--- config.mk ---
export PLATFORM = sky130hd
export DESIGN_NAME = rotating_square_controller
export DESIGN_NICKNAME = d
export VERILOG_FILES = /design/src/rtl/rotsq_pkg.sv /design/src/rtl/tick_generator.sv /design/src/rtl/rotating_square_controller.sv
export SDC_FILE = /design/constraint.sdc
export NUM_CORES = 1
export LEC_CHECK = 0
export BUFFER_PORTS_ARGS = -buffer_cell sky130_fd_sc_hd__buf_2
export CORE_ASPECT_RATIO = 2
export CORE_MARGIN = 5
export CORE_UTILIZATION = 25
export CTS_BUF_LIST = sky130_fd_sc_hd__clkbuf_8
export CTS_CLUSTER_SIZE = 20
export DETAILED_ROUTE_END_ITERATION = 6
export GPL_TIMING_DRIVEN = 0
export SYNTH_ARGS = -nofsm -noshare
export SYNTH_HDL_FRONTEND = slang
export SYNTH_HIERARCHICAL = 1
export SYNTH_SLANG_ARGS = --single-unit
export TNS_END_PERCENT = 30
--- constraint.sdc ---
create_clock -name clk_i -period 4.9 [get_ports clk_i]
set_input_delay 0.245 -clock clk_i [delete_from_list [all_inputs] [get_ports clk_i]]
set_output_delay 0.245 -clock clk_i [all_outputs]
set_load 0.02 [all_outputs]
--- src/rtl/rotsq_pkg.sv ---
// Shared constants and types for the rotating square animation.
package rotsq_pkg;
  localparam int NUM_POS = 8;

  typedef logic [2:0] pos_t;
  typedef logic [6:0] seg_t;

  // Active-low segments, bit order {g,f,e,d,c,b,a}.
  localparam seg_t SEG_UPPER = 7'h1C;
  localparam seg_t SEG_LOWER = 7'h23;
  localparam seg_t SEG_BLANK = 7'h7F;
endpackage

--- src/rtl/tick_generator.sv ---
// Free-running N-bit prescaler; tick_o flags the cycle the count wraps while enabled.
module tick_generator #(
  parameter int N = 18
) (
  input  logic clk_i,
  input  logic rst_i,
  input  logic en_i,
  output logic tick_o
);
  localparam logic [N-1:0] ONE = {{(N-1){1'b0}}, 1'b1};

  logic [N-1:0] cnt;

  always_ff @(posedge clk_i) begin
    if (rst_i)     cnt <= '0;
    else if (en_i) cnt <= cnt + ONE;
  end

  // Combinational strobe so the consumer can register its own state on this very edge.
  assign tick_o = en_i && (cnt == '1);
endmodule

--- src/rtl/rotating_square_controller.sv ---
// Steps a square glyph around an 8-position loop on a 4-digit seven-segment display.
// Optional manual single-step input enabled by defining ROTSQ_STEP_EN.
module rotating_square_controller
  import rotsq_pkg::*;
#(
  parameter int N = 18
) (
  input  logic clk_i,
  input  logic rst_i,
  input  logic en_i,
  input  logic cw_i,
`ifdef ROTSQ_STEP_EN
  input  logic step_i,
`endif
  output seg_t in0_o,
  output seg_t in1_o,
  output seg_t in2_o,
  output seg_t in3_o,
  output pos_t pos_o,
  output logic tick_o
);
  logic presc_tick;
  logic manual;
  logic advance;
  pos_t pos;
  seg_t [3:0] digit;

  tick_generator #(.N(N)) u_tick (
    .clk_i  (clk_i),
    .rst_i  (rst_i),
    .en_i   (en_i),
    .tick_o (presc_tick)
  );

`ifdef ROTSQ_STEP_EN
  logic step_q, step_qq;

  always_ff @(posedge clk_i) begin
    if (rst_i) begin
      step_q  <= 1'b0;
      step_qq <= 1'b0;
    end else begin
      step_q  <= step_i;
      step_qq <= step_q;
    end
  end

  // Manual steps only count while the prescaler is paused.
  assign manual = step_q & ~step_qq & ~en_i;
`else
  assign manual = 1'b0;
`endif

  assign advance = presc_tick | manual;

  always_ff @(posedge clk_i) begin
    if (rst_i) begin
      pos    <= '0;
      tick_o <= 1'b0;
    end else begin
      tick_o <= advance;
      if (advance) pos <= cw_i ? pos + 3'd1 : pos - 3'd1;
    end
  end

  // Upper half runs digit 3..0 at pos 0..3; lower half returns digit 0..3 at pos 4..7.
  always_comb begin
    digit = {4{SEG_BLANK}};
    if (pos[2]) digit[pos[1:0]]         = SEG_LOWER;
    else        digit[2'd3 - pos[1:0]]  = SEG_UPPER;
  end

  assign in0_o = digit[0];
  assign in1_o = digit[1];
  assign in2_o = digit[2];
  assign in3_o = digit[3];
  assign pos_o = pos;
endmodule

After elaboration in Yosys (flattened, before gate mapping):

Cells that the tools add are included.

* register bits after elaboration: 22
* output and inout bits: 32
* memories kept: 0
* bits in latches: 0
* input bits: 4
* ROM bits: 0
* bits in writable memories: 0

* $mul: 0
* order comparisons: 4
* equality and inequality tests: 1
* shift-type cells: 0
* add/sub/neg operators: 4
* div/mod/pow operators: 0
* bitwise logic cells: 2
* reduce and logical (&&, ||, !) cells: 3
* muxes and demuxes: 6

Operators by type and width (number)
* inverter 28 bit: 2
* demux 7 bit (select 2 bit): 2
* two-way mux 28 bit: 1
* adder 18 x 1 -> 18 bit, second input constant: 1
* == test 18 bit, second input constant: 1
* two-way mux 7 bit: 2
* less-than comparator 2 x 3 -> 1 bit, second input constant: 2
* greater-or-equal comparator 2 x 1 -> 1 bit, second input constant: 2
* adder 3 x 1 -> 3 bit, second input constant: 1
* logical AND 1 bit: 3
* two-way mux 3 bit: 1
* subtractor 3 x 1 -> 3 bit, second input constant: 1
* subtractor 2 bit, first input constant: 1

Logic depth before layout (Yosys ltp):

Gate-level depths: netlist of the first run.

* depth after elaboration: 7
* gate-level depth with buffers: 8
* mapped depth without buffers: 7

Modules after synthesis:

The synthesis of the first run kept the hierarchy.

By module, submodules not included
* tick_generator: times used 1, cells an instance 86, area an instance 812.0 um^2
* rotating_square_controller: times used 1, cells an instance 47, area an instance 391.6 um^2

Least setup slack after synthesis of the first run:

No wires, ideal clock.

* path type: register -> register
* from: register u_tick.cnt[0]
* to: register pos[2], in the netlist pos_o[2]
* cell stages (with the launch flop): 9
* data required time: 4.784 ns
* path slack: 3.109 ns
* arrival: 1.675 ns
* cell sequence: dfxtp_1 > ha_1 > and4_1 > buf_6 > nand3_4 > nor3_1 > and3_1 > a21oi_1 > a31o_2

* longest elaborated chain between the ends: 2

Ends and longest elaborated chain
* from (decl): RTL line tick_generator.sv:12 `logic [N-1:0] cnt;`
* from (signal assigned): RTL line tick_generator.sv:16 `else if (en_i) cnt <= cnt + ONE;`
* == test 18 bit: RTL line tick_generator.sv:20 `assign tick_o = en_i && (cnt == '1);`
* logical AND 1 bit: RTL line tick_generator.sv:20
* named net advance: RTL line rotating_square_controller.sv:24 `logic advance;`
* to (signal assigned): RTL line rotating_square_controller.sv:62 `if (advance) pos <= cw_i ? pos + 3'd1 : pos - 3'd1;`
* to (decl): RTL line rotating_square_controller.sv:25 `pos_t pos;`

The timed path passes the listed nets, and every way through them passes these cells.
A chain may end at the register's enable or synchronous reset.

Worst setup path in the final report of the first run:

Same ends and word-level chain as after synthesis.

==> results of run 1 <==
==> critical path, stage by stage (launching register included) <==
cell and delay (ns):
dfxtp_1 0.38, ha_1 0.18, and4_1 0.21, buf_6 0.13, nand3_4 0.07, nor3_1 0.29, and3_1 0.32, a21oi_1 0.09
a31o_2 0.21
==> per-layer routing <==
| metal | track usage [%] | routed length, um | up-vias |
|---|---|---|---|
| met1 | 7.273 | 803 | 426 |
| li1 | - | - | 517 |
| met2 | 14.00 | 1175 | 29 |
| met3 | 2.151 | 200 | 5 |
| met4 | 3.404 | 37 | 0 |
| met5 | 0 | 0 | - |
==> final cells by class <==
class | count | area share [%]
buffer | 20 | 9.885
clock buffer | 3 | 2.718
clock inverter | 1 | 1.977
inverter | 2 | 0.4942
multi-input combinational | 89 | 39.87
sequential | 22 | 28.99
tap | 55 | 4.530
timing repair buffer | 35 | 11.53
==> placed cells by master, fill, tap and decap left out, types with 2 or more instances in the layout <==
| master | instances |
|---|---|
| buf_4 | 16 |
| buf_2 | 35 |
| nand2_1 | 7 |
| a21oi_1 | 6 |
| clkbuf_8 | 3 |
| xor2_1 | 8 |
| dfxtp_1 | 22 |
| and2_1 | 4 |
| nor2_1 | 17 |
| and3_1 | 3 |
| or3_1 | 2 |
| o21ai_0 | 2 |
| nand3b_1 | 2 |
| nand2b_1 | 2 |
| nand4_1 | 3 |
| mux2i_1 | 2 |
| or4_1 | 3 |
| xnor2_1 | 5 |
| nor2b_1 | 2 |
| nand3_1 | 5 |
| inv_1 | 2 |
| buf_6 | 2 |
| and4_4 | 2 |
| o31ai_1 | 3 |
==> cell families after synthesis <==
family / share of synthesized area [%]
xor+xnor: 9.460
simple gates: 29.62
mux: 2.599
fa+ha+maj: 2.703
flops: 36.59
compound gates: 5.925
buf+inv: 13.10
==> worst paths after layout <==
check                               from                           to  slack (ns)  cells past startpoint
min                                rst_i        pos_o[0]$_SDFFE_PP0P_        0.20                      2
max reg2reg   u_tick/cnt[0]$_SDFFE_PP0P_        pos_o[2]$_SDFFE_PP0P_        2.92                      8
min reg2reg  u_tick/cnt[17]$_SDFFE_PP0P_  u_tick/cnt[17]$_SDFFE_PP0P_        0.49                      2
max           u_tick/cnt[0]$_SDFFE_PP0P_        pos_o[2]$_SDFFE_PP0P_        2.92                      8
==> sequential cells by signal, indices dropped and copies added (netlist names) <==
name / cells
tick_o: 1
pos_o: 3
u_tick/cnt: 18
==> metrics by stage <==
step | utilization [%] | area (um2) | cells | setup WS [ns]
2_1_floorplan | - | 1204 | 133 | 3.109
3_3_place_gp | 31.19 | 1448 | 223 | 2.942
3_5_place_dp | 31.19 | 1448 | 223 | 2.925
4_1_cts | 32.72 | 1519 | 227 | 2.907
5_1_grt | 32.72 | 1519 | 227 | 2.781
6_report | 32.72 | 1519 | 227 | 2.920
==> power groups by stage <==
stage,clock [W],sequential (W),combinational (W)
floorplan,0,0.000186,0.00000686
global route,0.000183,0.000182,0.0000122
CTS,0.000174,0.000182,0.0000110
detailed placement,0,0.000186,0.0000110
global placement,0,0.000186,0.0000106
finish,0.000167,0.000182,0.0000106
==> results.json, run 1 <==
{
  "status": "completed",
  "ys_seq_elements": 22,
  "finalCriticalPeriod_ns": 1.980,
  "firstDrtPassIters": 2,
  "synthTopCellsByCount": "dfxtp_1, nor2_1, buf_4, xor2_1, nand2_1",
  "arrival_ns": 2.14,
  "regArea_um2": 440.4,
  "grt_pass1_vias": 866,
  "initial_utilization_pct": 25.93,
  "tns_ns": 0,
  "overflow": 0,
  "drv_slew": 0,
  "gp_congestion": 0.6868,
  "grt_setup_unrepaired": "false",
  "synth_most_common_cell": "dfxtp_1",
  "die_y_um": 108.1,
  "drc": 0,
  "netlist.area_leader.share_pct": 36.59,
  "slew_headroom_pct": 70.32,
  "cts_tree": "yes",
  "synthCells": 133,
  "synth_edf_count": 0,
  "finClkSkew_ns": 0.002578,
  "yosysWarnings": 6,
  "drv_cap": 0,
  "hpwl_mm": 1.807,
  "synthArstFlopShare_pct": 0,
  "avgSynthCellArea_um2": 9.050,
  "synthesis.nets": 139,
  "leakagePower_nw": 0.6041,
  "ys_dominant_reg_cell": "dfxtp_1",
  "end_kind": "flop",
  "avgViaCountPerCell": 4.304,
  "ios": 36,
  "vias": 977,
  "drt_iter0_markers": 23,
  "cts_root_buf": "clkbuf_8",
  "num_rows": 35,
  "pwr-share-clk_pct": 46.4,
  "drive_gt1_share_pct": 37.79,
  "hp-class": "in2reg",
  "n_antenna_cell": 0,
  "required_ns": 5.06,
  "nets": 179,
  "fmax_mhz": 505.0,
  "synth_top_area_cell": "dfxtp_1",
  "area_growth_pct": 26.20,
  "clockBufferDepth": 2,
  "crit_path_start_kind": "flop",
  "power.net_switching_w": 0.00006529,
  "clock_latency_ns": 0.26,
  "antenna_found_initial": 0,
  "switching_share_pct": 18.18,
  "fillers": 506,
  "cts_inserted_buffers": 3,
  "powerDensity_nw_per_um2": 236.4,
  "timing.hold.ws_ns": 0.2038,
  "p_total_w": 0.0003591,
  "synth_area_leaders": "dfxtp_1, buf_4, xor2_1",
  "power.internal_w": 0.0002938,
  "syn_area_um2": 1204,
  "pwr-share-seq_pct": 50.7,
  "clkSinkCount": 22,
  "wire_per_inst_um": 9.767,
  "path_clk_slew_ns": 0.08,
  "peakVddDrop_v": 0.0002347,
  "grt_util_all_layers_pct": 7.515,
  "grt_pass1_wl_mm": 3.760,
  "cts_max_level": 1,
  "crit_fanout": 6,
  "fin_crit_sh_pct": 40.41,
  "io_buffers": 35,
  "coreArea_um2": 4642,
  "pwr-share-comb_pct": 3.0,
  "hold_viol": 0,
  "ant_nets": 0,
  "critPathKind": "reg2reg",
  "ctsHoldBuffers": 0,
  "dieArea_um2": 6387,
  "postCtsSetupBuffers": 0,
  "ys_seq_area_share_pct": 36.59,
  "grt_max_degree": 14,
  "multi_input_comb_area_um2": 605.6,
  "worstMarginPinSlew_ns": 0.4452,
  "synth.distinct_cells": 35,
  "dieWidth_um": 59.07,
  "ctsResizeCount": 0,
  "drt_wl_total_mm": 2.217,
  "finalSetupViolations": 0
}
Note: power is estimated with default switching activity, not from simulation.
==> run 2, diff against run 1 <==
==> constraint.sdc (replaced) <==
create_clock -name clk_i -period 1.7 [get_ports clk_i]
set_input_delay 0.085 -clock clk_i [delete_from_list [all_inputs] [get_ports clk_i]]
set_output_delay 0.085 -clock clk_i [all_outputs]
set_load 0.02 [all_outputs]
==> run 2 against run 1 <==
Net effect:
- worst setup slack worse by 2.8 ns
- largest cell class unchanged
- sequential cell count unchanged
- global-route usage about the same
- power up 140%
- largest power group unchanged
- critical endpoint unchanged
==> results.json, run 2 (same netlist as run 1, synthesis figures left out) <==
{
  "layout_common_cells": "buf_2, buf_4, dfxtp_1",
  "wire_per_inst_um": 10.38,
  "crit_start": "u_tick/cnt[1]$_SDFFE_PP0P_",
  "drive_gt1_share_pct": 42.53,
  "layout_commonest_cell": "buf_2",
  "clock_latency_ns": 0.25,
  "grt_setup_unrepaired": "true",
  "pwr-share-clk_pct": 35.6,
  "cts_max_level": 1,
  "grt_max_degree": 12,
  "drt_iter0_markers": 9,
  "fmax_mhz": 617.3,
  "ios": 36,
  "ctsHoldBuffers": 0,
  "finalSetupViolations": 0,
  "num_rows": 35,
  "coreArea_um2": 4642,
  "power.net_switching_w": 0.0001762,
  "power.internal_w": 0.0006939,
  "overflow": 0,
  "clkSinkCount": 22,
  "drt_wl_total_mm": 2.378,
  "grt_util_all_layers_pct": 7.539,
  "dieArea_um2": 6387,
  "fin_crit_sh_pct": 95.30,
  "antenna_found_initial": 0,
  "crit_path_start_kind": "flop",
  "peakVddDrop_v": 0.0003997,
  "status": "completed",
  "slowest_stage": "dfxtp_2",
  "worstHoldPathCells": 2,
  "die_y_um": 108.1,
  "reg2reg_depth": 8,
  "hold_viol": 0,
  "cts_inserted_buffers": 3,
  "grt_pass1_wl_mm": 3.870,
  "hpwl_mm": 1.921,
  "critPathKind": "reg2reg",
  "area_growth_pct": 27.55,
  "required_ns": 1.85,
  "cts_root_buf": "clkbuf_8",
  "crit_fanout": 5,
  "slowest_delay_ns": 0.34,
  "drv_cap": 0,
  "worstMarginPinSlew_ns": 0.4339,
  "path_delay_family": "simple AND/OR/NAND/NOR gates",
  "arrival_ns": 1.77,
  "pwr-share-seq_pct": 60.3,
  "slew_headroom_pct": 71.08,
  "dp_cells": 223,
  "path_clk_slew_ns": 0.07,
  "pwr-share-comb_pct": 4.1,
  "crit_chain": "ha_1, and4_1, buf_6, nand3_4, nor3_4, and3_4, a21oi_1, a31o_2",
  "reg2reg_to": "pos_o[2]$_SDFFE_PP0P_",
  "grt_pass1_vias": 905,
  "holdPathEnd": "pos_o[0]$_SDFFE_PP0P_",
  "timing.rr.start": "u_tick/cnt[1]$_SDFFE_PP0P_",
  "leakagePower_nw": 0.6235,
  "nets": 182,
  "critPathBufInv": 1,
  "layout_setup_ws_ns": 0.07996,
  "cts_tree": "yes",
  "dieWidth_um": 59.07,
  "dpl_cell_area_um2": 1458,
  "switching_share_pct": 20.25,
  "initial_utilization_pct": 25.93,
  "holdCritStartpoint": "rst_i",
  "hp-class": "in2reg",
  "fin_cells": 229,
  "ant_nets": 0,
  "design_area_um2": 1535,
  "end_kind": "flop",
  "vias": 1011,
  "drv_slew": 0,
  "n_antenna_cell": 0,
  "regMostFlops": "u_tick/cnt",
  "avgViaCountPerCell": 4.415,
  "drc": 0,
  "powerDensity_nw_per_um2": 566.7,
  "finClkSkew_ns": 0.001865,
  "final_util_pct": 33.07,
  "gp_congestion": 0.7485,
  "finalCriticalPeriod_ns": 1.620,
  "place_ws_ns": -0.08882,
  "ff2ff_setup_slack_ns": 0.08,
  "firstDrtPassIters": 3,
  "io_buffers": 35,
  "largest_reg_flops": 18,
  "clockBufferDepth": 2
}
-- run 2: cell count changes in the layout (fill, tap and decap cells not counted), sizes merged --
cell    change
bufinv      -1
buf         +3
-- run 2: timing repair --
action,4_1_cts,5_1_grt
endpoints found under the setup margin,2,4
resized for setup,4,2
setup buffers,3,0
pin swaps,3,2
-- run 2: worst max path at each step --
| stage | to | slack [ns] | depth (start not counted) |
|---|---|---|---|
| final | pos_o[2]$_SDFFE_PP0P_ | 0.08 | 8 |
| after global routing | pos_o[2]$_SDFFE_PP0P_ | -0.02 | 8 |
| after CTS | pos_o[2]$_SDFFE_PP0P_ | 0.005 | 8 |
| after detailed placement | pos_o[2]$_SDFFE_PP0P_ | -0.09 | 8 |
| after global placement | pos_o[2]$_SDFFE_PP0P_ | -0.09 | 8 |
| after floorplan | pos_o[2]$_SDFFE_PP0P_ | 0.06 | 8 |
-- run 2: area by class of cell --
type,instances,area (um2)
Buffer,20,150.1
Sequential cell,22,445.4
Clock buffer,3,41.29
Inverter,2,7.507
Timing Repair Buffer,38,197.7
Tap cell,55,68.82
Fill cell,525,3107
Multi-Input combinational cell,89,624.3
-- run 2: worst register-to-register path, cell delays in order (launching register included) --
cell and delay, ns:
dfxtp_2 0.34, ha_1 0.15, and4_1 0.18, buf_6 0.11
nand3_4 0.08, nor3_4 0.14, and3_4 0.24, a21oi_1 0.07
a31o_2 0.21
-- run 2: metrics by stage --
stage / hold WS [ns] / total power (W) / setup TNS, ns
2_1_floorplan: 0.1566 / 0.0005554 / 0
3_3_place_gp: 0.3221 / 0.0005671 / -0.1249
3_5_place_dp: 0.3335 / 0.0005680 / -0.1402
4_1_cts: 0.05112 / 0.0008884 / 0
5_1_grt: 0.05425 / 0.0009164 / -0.02239
6_report: 0.05898 / 0.0008701 / 0
-- run 2: power groups by stage --
| stage | sequential (W) | combinational (W) | clock [W] |
|---|---|---|---|
| finish | 0.000525 | 0.0000355 | 0.000310 |
| global route | 0.000525 | 0.0000417 | 0.000349 |
| CTS | 0.000524 | 0.0000362 | 0.000328 |
| detailed placement | 0.000537 | 0.0000315 | 0 |
| global placement | 0.000537 | 0.0000306 | 0 |
| floorplan | 0.000536 | 0.0000198 | 0 |
-- run 2: metal layers --
metal / share of wire [%] / global-route usage [%] / routed length, um
met5: 0 / 0 / 0
met4: 0.34 / 2.431 / 8
met3: 10 / 1.792 / 249
met2: 54 / 15.03 / 1294
met1: 35 / 7.055 / 826
==> run 3, diff against run 2 <==
==> constraint.sdc (replaced) <==
create_clock -name clk_i -period 1.7 [get_ports clk_i]
set_input_delay 0.17 -clock clk_i [delete_from_list [all_inputs] [get_ports clk_i]]
set_output_delay 0.17 -clock clk_i [all_outputs]
set_load 0.02 [all_outputs]
==> run 3 against run 2 <==
Net effect:
- highest routed layer unchanged
- critical path depth unchanged
- worst setup slack about the same
- critical path type unchanged
- design area up 0.24%
==> results.json, run 3 (same netlist as run 1, synthesis figures left out) <==
{
  "status": "completed",
  "cts_root_buf": "clkbuf_8",
  "peakVddDrop_v": 0.0003997,
  "avgViaCountPerCell": 4.415,
  "arrival_ns": 1.77,
  "area_growth_pct": 27.86,
  "layout_common_cells": "buf_2, buf_4, nor2_1, dfxtp_1, xor2_1",
  "hp-class": "in2reg",
  "drv_slew": 0,
  "dieWidth_um": 59.07,
  "fmax_mhz": 617.2,
  "grt_util_all_layers_pct": 7.539,
  "crit_chain": "ha_1, and4_1, buf_6, nand3_4, nor3_4, and3_4, a21oi_1, a31o_2",
  "num_rows": 35,
  "critPathBufInv": 1,
  "cts_inserted_buffers": 3,
  "hpwl_mm": 1.921,
  "grt_max_degree": 12,
  "slew_headroom_pct": 71.08,
  "path_delay_family": "simple AND/OR/NAND/NOR gates",
  "ctsHoldBuffers": 0,
  "finalSetupViolations": 0,
  "end_kind": "flop",
  "antenna_found_initial": 0,
  "finalCriticalPeriod_ns": 1.620,
  "slowest_stage": "dfxtp_2",
  "firstDrtPassIters": 3,
  "largest_reg_flops": 18,
  "clock_latency_ns": 0.25,
  "drt_wl_total_mm": 2.385,
  "ios": 36,
  "clockBufferDepth": 2,
  "drv_cap": 0,
  "grt_pass1_vias": 905,
  "drive_gt1_share_pct": 43.68,
  "grt_pass1_wl_mm": 3.870,
  "io_buffers": 35,
  "fin_crit_sh_pct": 95.30,
  "nets": 182,
  "required_ns": 1.85,
  "die_y_um": 108.1,
  "critPathKind": "reg2reg",
  "crit_fanout": 5,
  "drc": 0,
  "place_ws_ns": -0.08882,
  "n_antenna_cell": 0,
  "slowest_delay_ns": 0.34,
  "path_clk_slew_ns": 0.07,
  "layout_commonest_cell": "buf_2",
  "gp_congestion": 0.7485,
  "initial_utilization_pct": 25.93,
  "cts_max_level": 1,
  "coreArea_um2": 4642,
  "ant_nets": 0,
  "powerDensity_nw_per_um2": 565.7,
  "drt_iter0_markers": 10,
  "clkSinkCount": 22,
  "leakagePower_nw": 0.6273,
  "wire_per_inst_um": 10.41,
  "regMostFlops": "u_tick/cnt",
  "dieArea_um2": 6387,
  "overflow": 0,
  "grt_setup_unrepaired": "true",
  "worstMarginPinSlew_ns": 0.4339,
  "cts_tree": "yes",
  "layout_setup_ws_ns": 0.07988,
  "finClkSkew_ns": 0.002217,
  "vias": 1011,
  "timing.hold.ws_ns": 0.1419,
  "crit_path_start_kind": "flop",
  "hold_viol": 0
}
==> run 3: cell counts in the layout (fill, tap and decap cells not counted) <==
No cell type changed its count.
==> run 3: worst reg2reg max path, delay by kind of cell, from the launching register on <==
kind | cells | cell delay, ns
DFF | 1 | 0.34
AOI/OAI and AO/OA | 2 | 0.28
buffers and inverters | 1 | 0.11
adders and majority gates | 1 | 0.15
and+or+nand+nor | 4 | 0.64
==> run 3: cell type report <==
cell class	instances	area [um2]
Tap cell	55	68.82
Fill cell	527	3103
Sequential cell	22	446.7
Multi-Input combinational cell	89	626.9
Clock buffer	3	41.29
Buffer	20	150.1
Timing Repair Buffer	38	197.7
Inverter	2	7.507
==> run 3: repair_timing <==
action,in CTS,in global routing
resized for setup,4,4
buffers inserted,3,0
endpoints found under the hold margin,0,0
endpoints found under the setup margin,2,7
pin swaps,3,2
==> run 3: path summary, 6_finish.rpt <==
check | from | to | slack [ns] | cells after the start
hold / removal | rst_i | pos_o[1]$_SDFFE_PP0P_ | 0.14 | 2
setup reg to reg | u_tick/cnt[1]$_SDFFE_PP0P_ | pos_o[2]$_SDFFE_PP0P_ | 0.08 | 8
setup / recovery | u_tick/cnt[1]$_SDFFE_PP0P_ | pos_o[2]$_SDFFE_PP0P_ | 0.08 | 8
hold reg to reg | u_tick/cnt[17]$_SDFFE_PP0P_ | u_tick/cnt[17]$_SDFFE_PP0P_ | 0.48 | 2
==> run 3: power by group <==
part	internal, W	leakage (nW)	switching (W)
clock network	0.000158	0.0216	0.000153
logic	0.0000153	0.426	0.0000202
registers	0.000521	0.180	0.00000359
==> run 3: through the flow <==
step	TNS, ns	instances	util [%]	cell area (um2)	power [W]
final	0	229	33.15	1539	0.0008706
after global routing	-0.02239	229	33.15	1539	0.0009162
after CTS	0	229	32.99	1531	0.0008884
after detailed placement	-0.1402	223	31.40	1458	0.0005680
after global placement	-0.1249	223	31.40	1458	0.0005671
after floorplan	0	133	-	1214	0.0005554
==> run 3: layer usage <==
layer	up-vias	part of all wire, %	global-route usage (%)	routed length (um)
met3	2	10	1.792	249
met4	0	0.34	2.431	8
met5	-	0	0	0
met2	36	54	15.03	1296
li1	519	-	-	-
met1	454	35	7.055	831
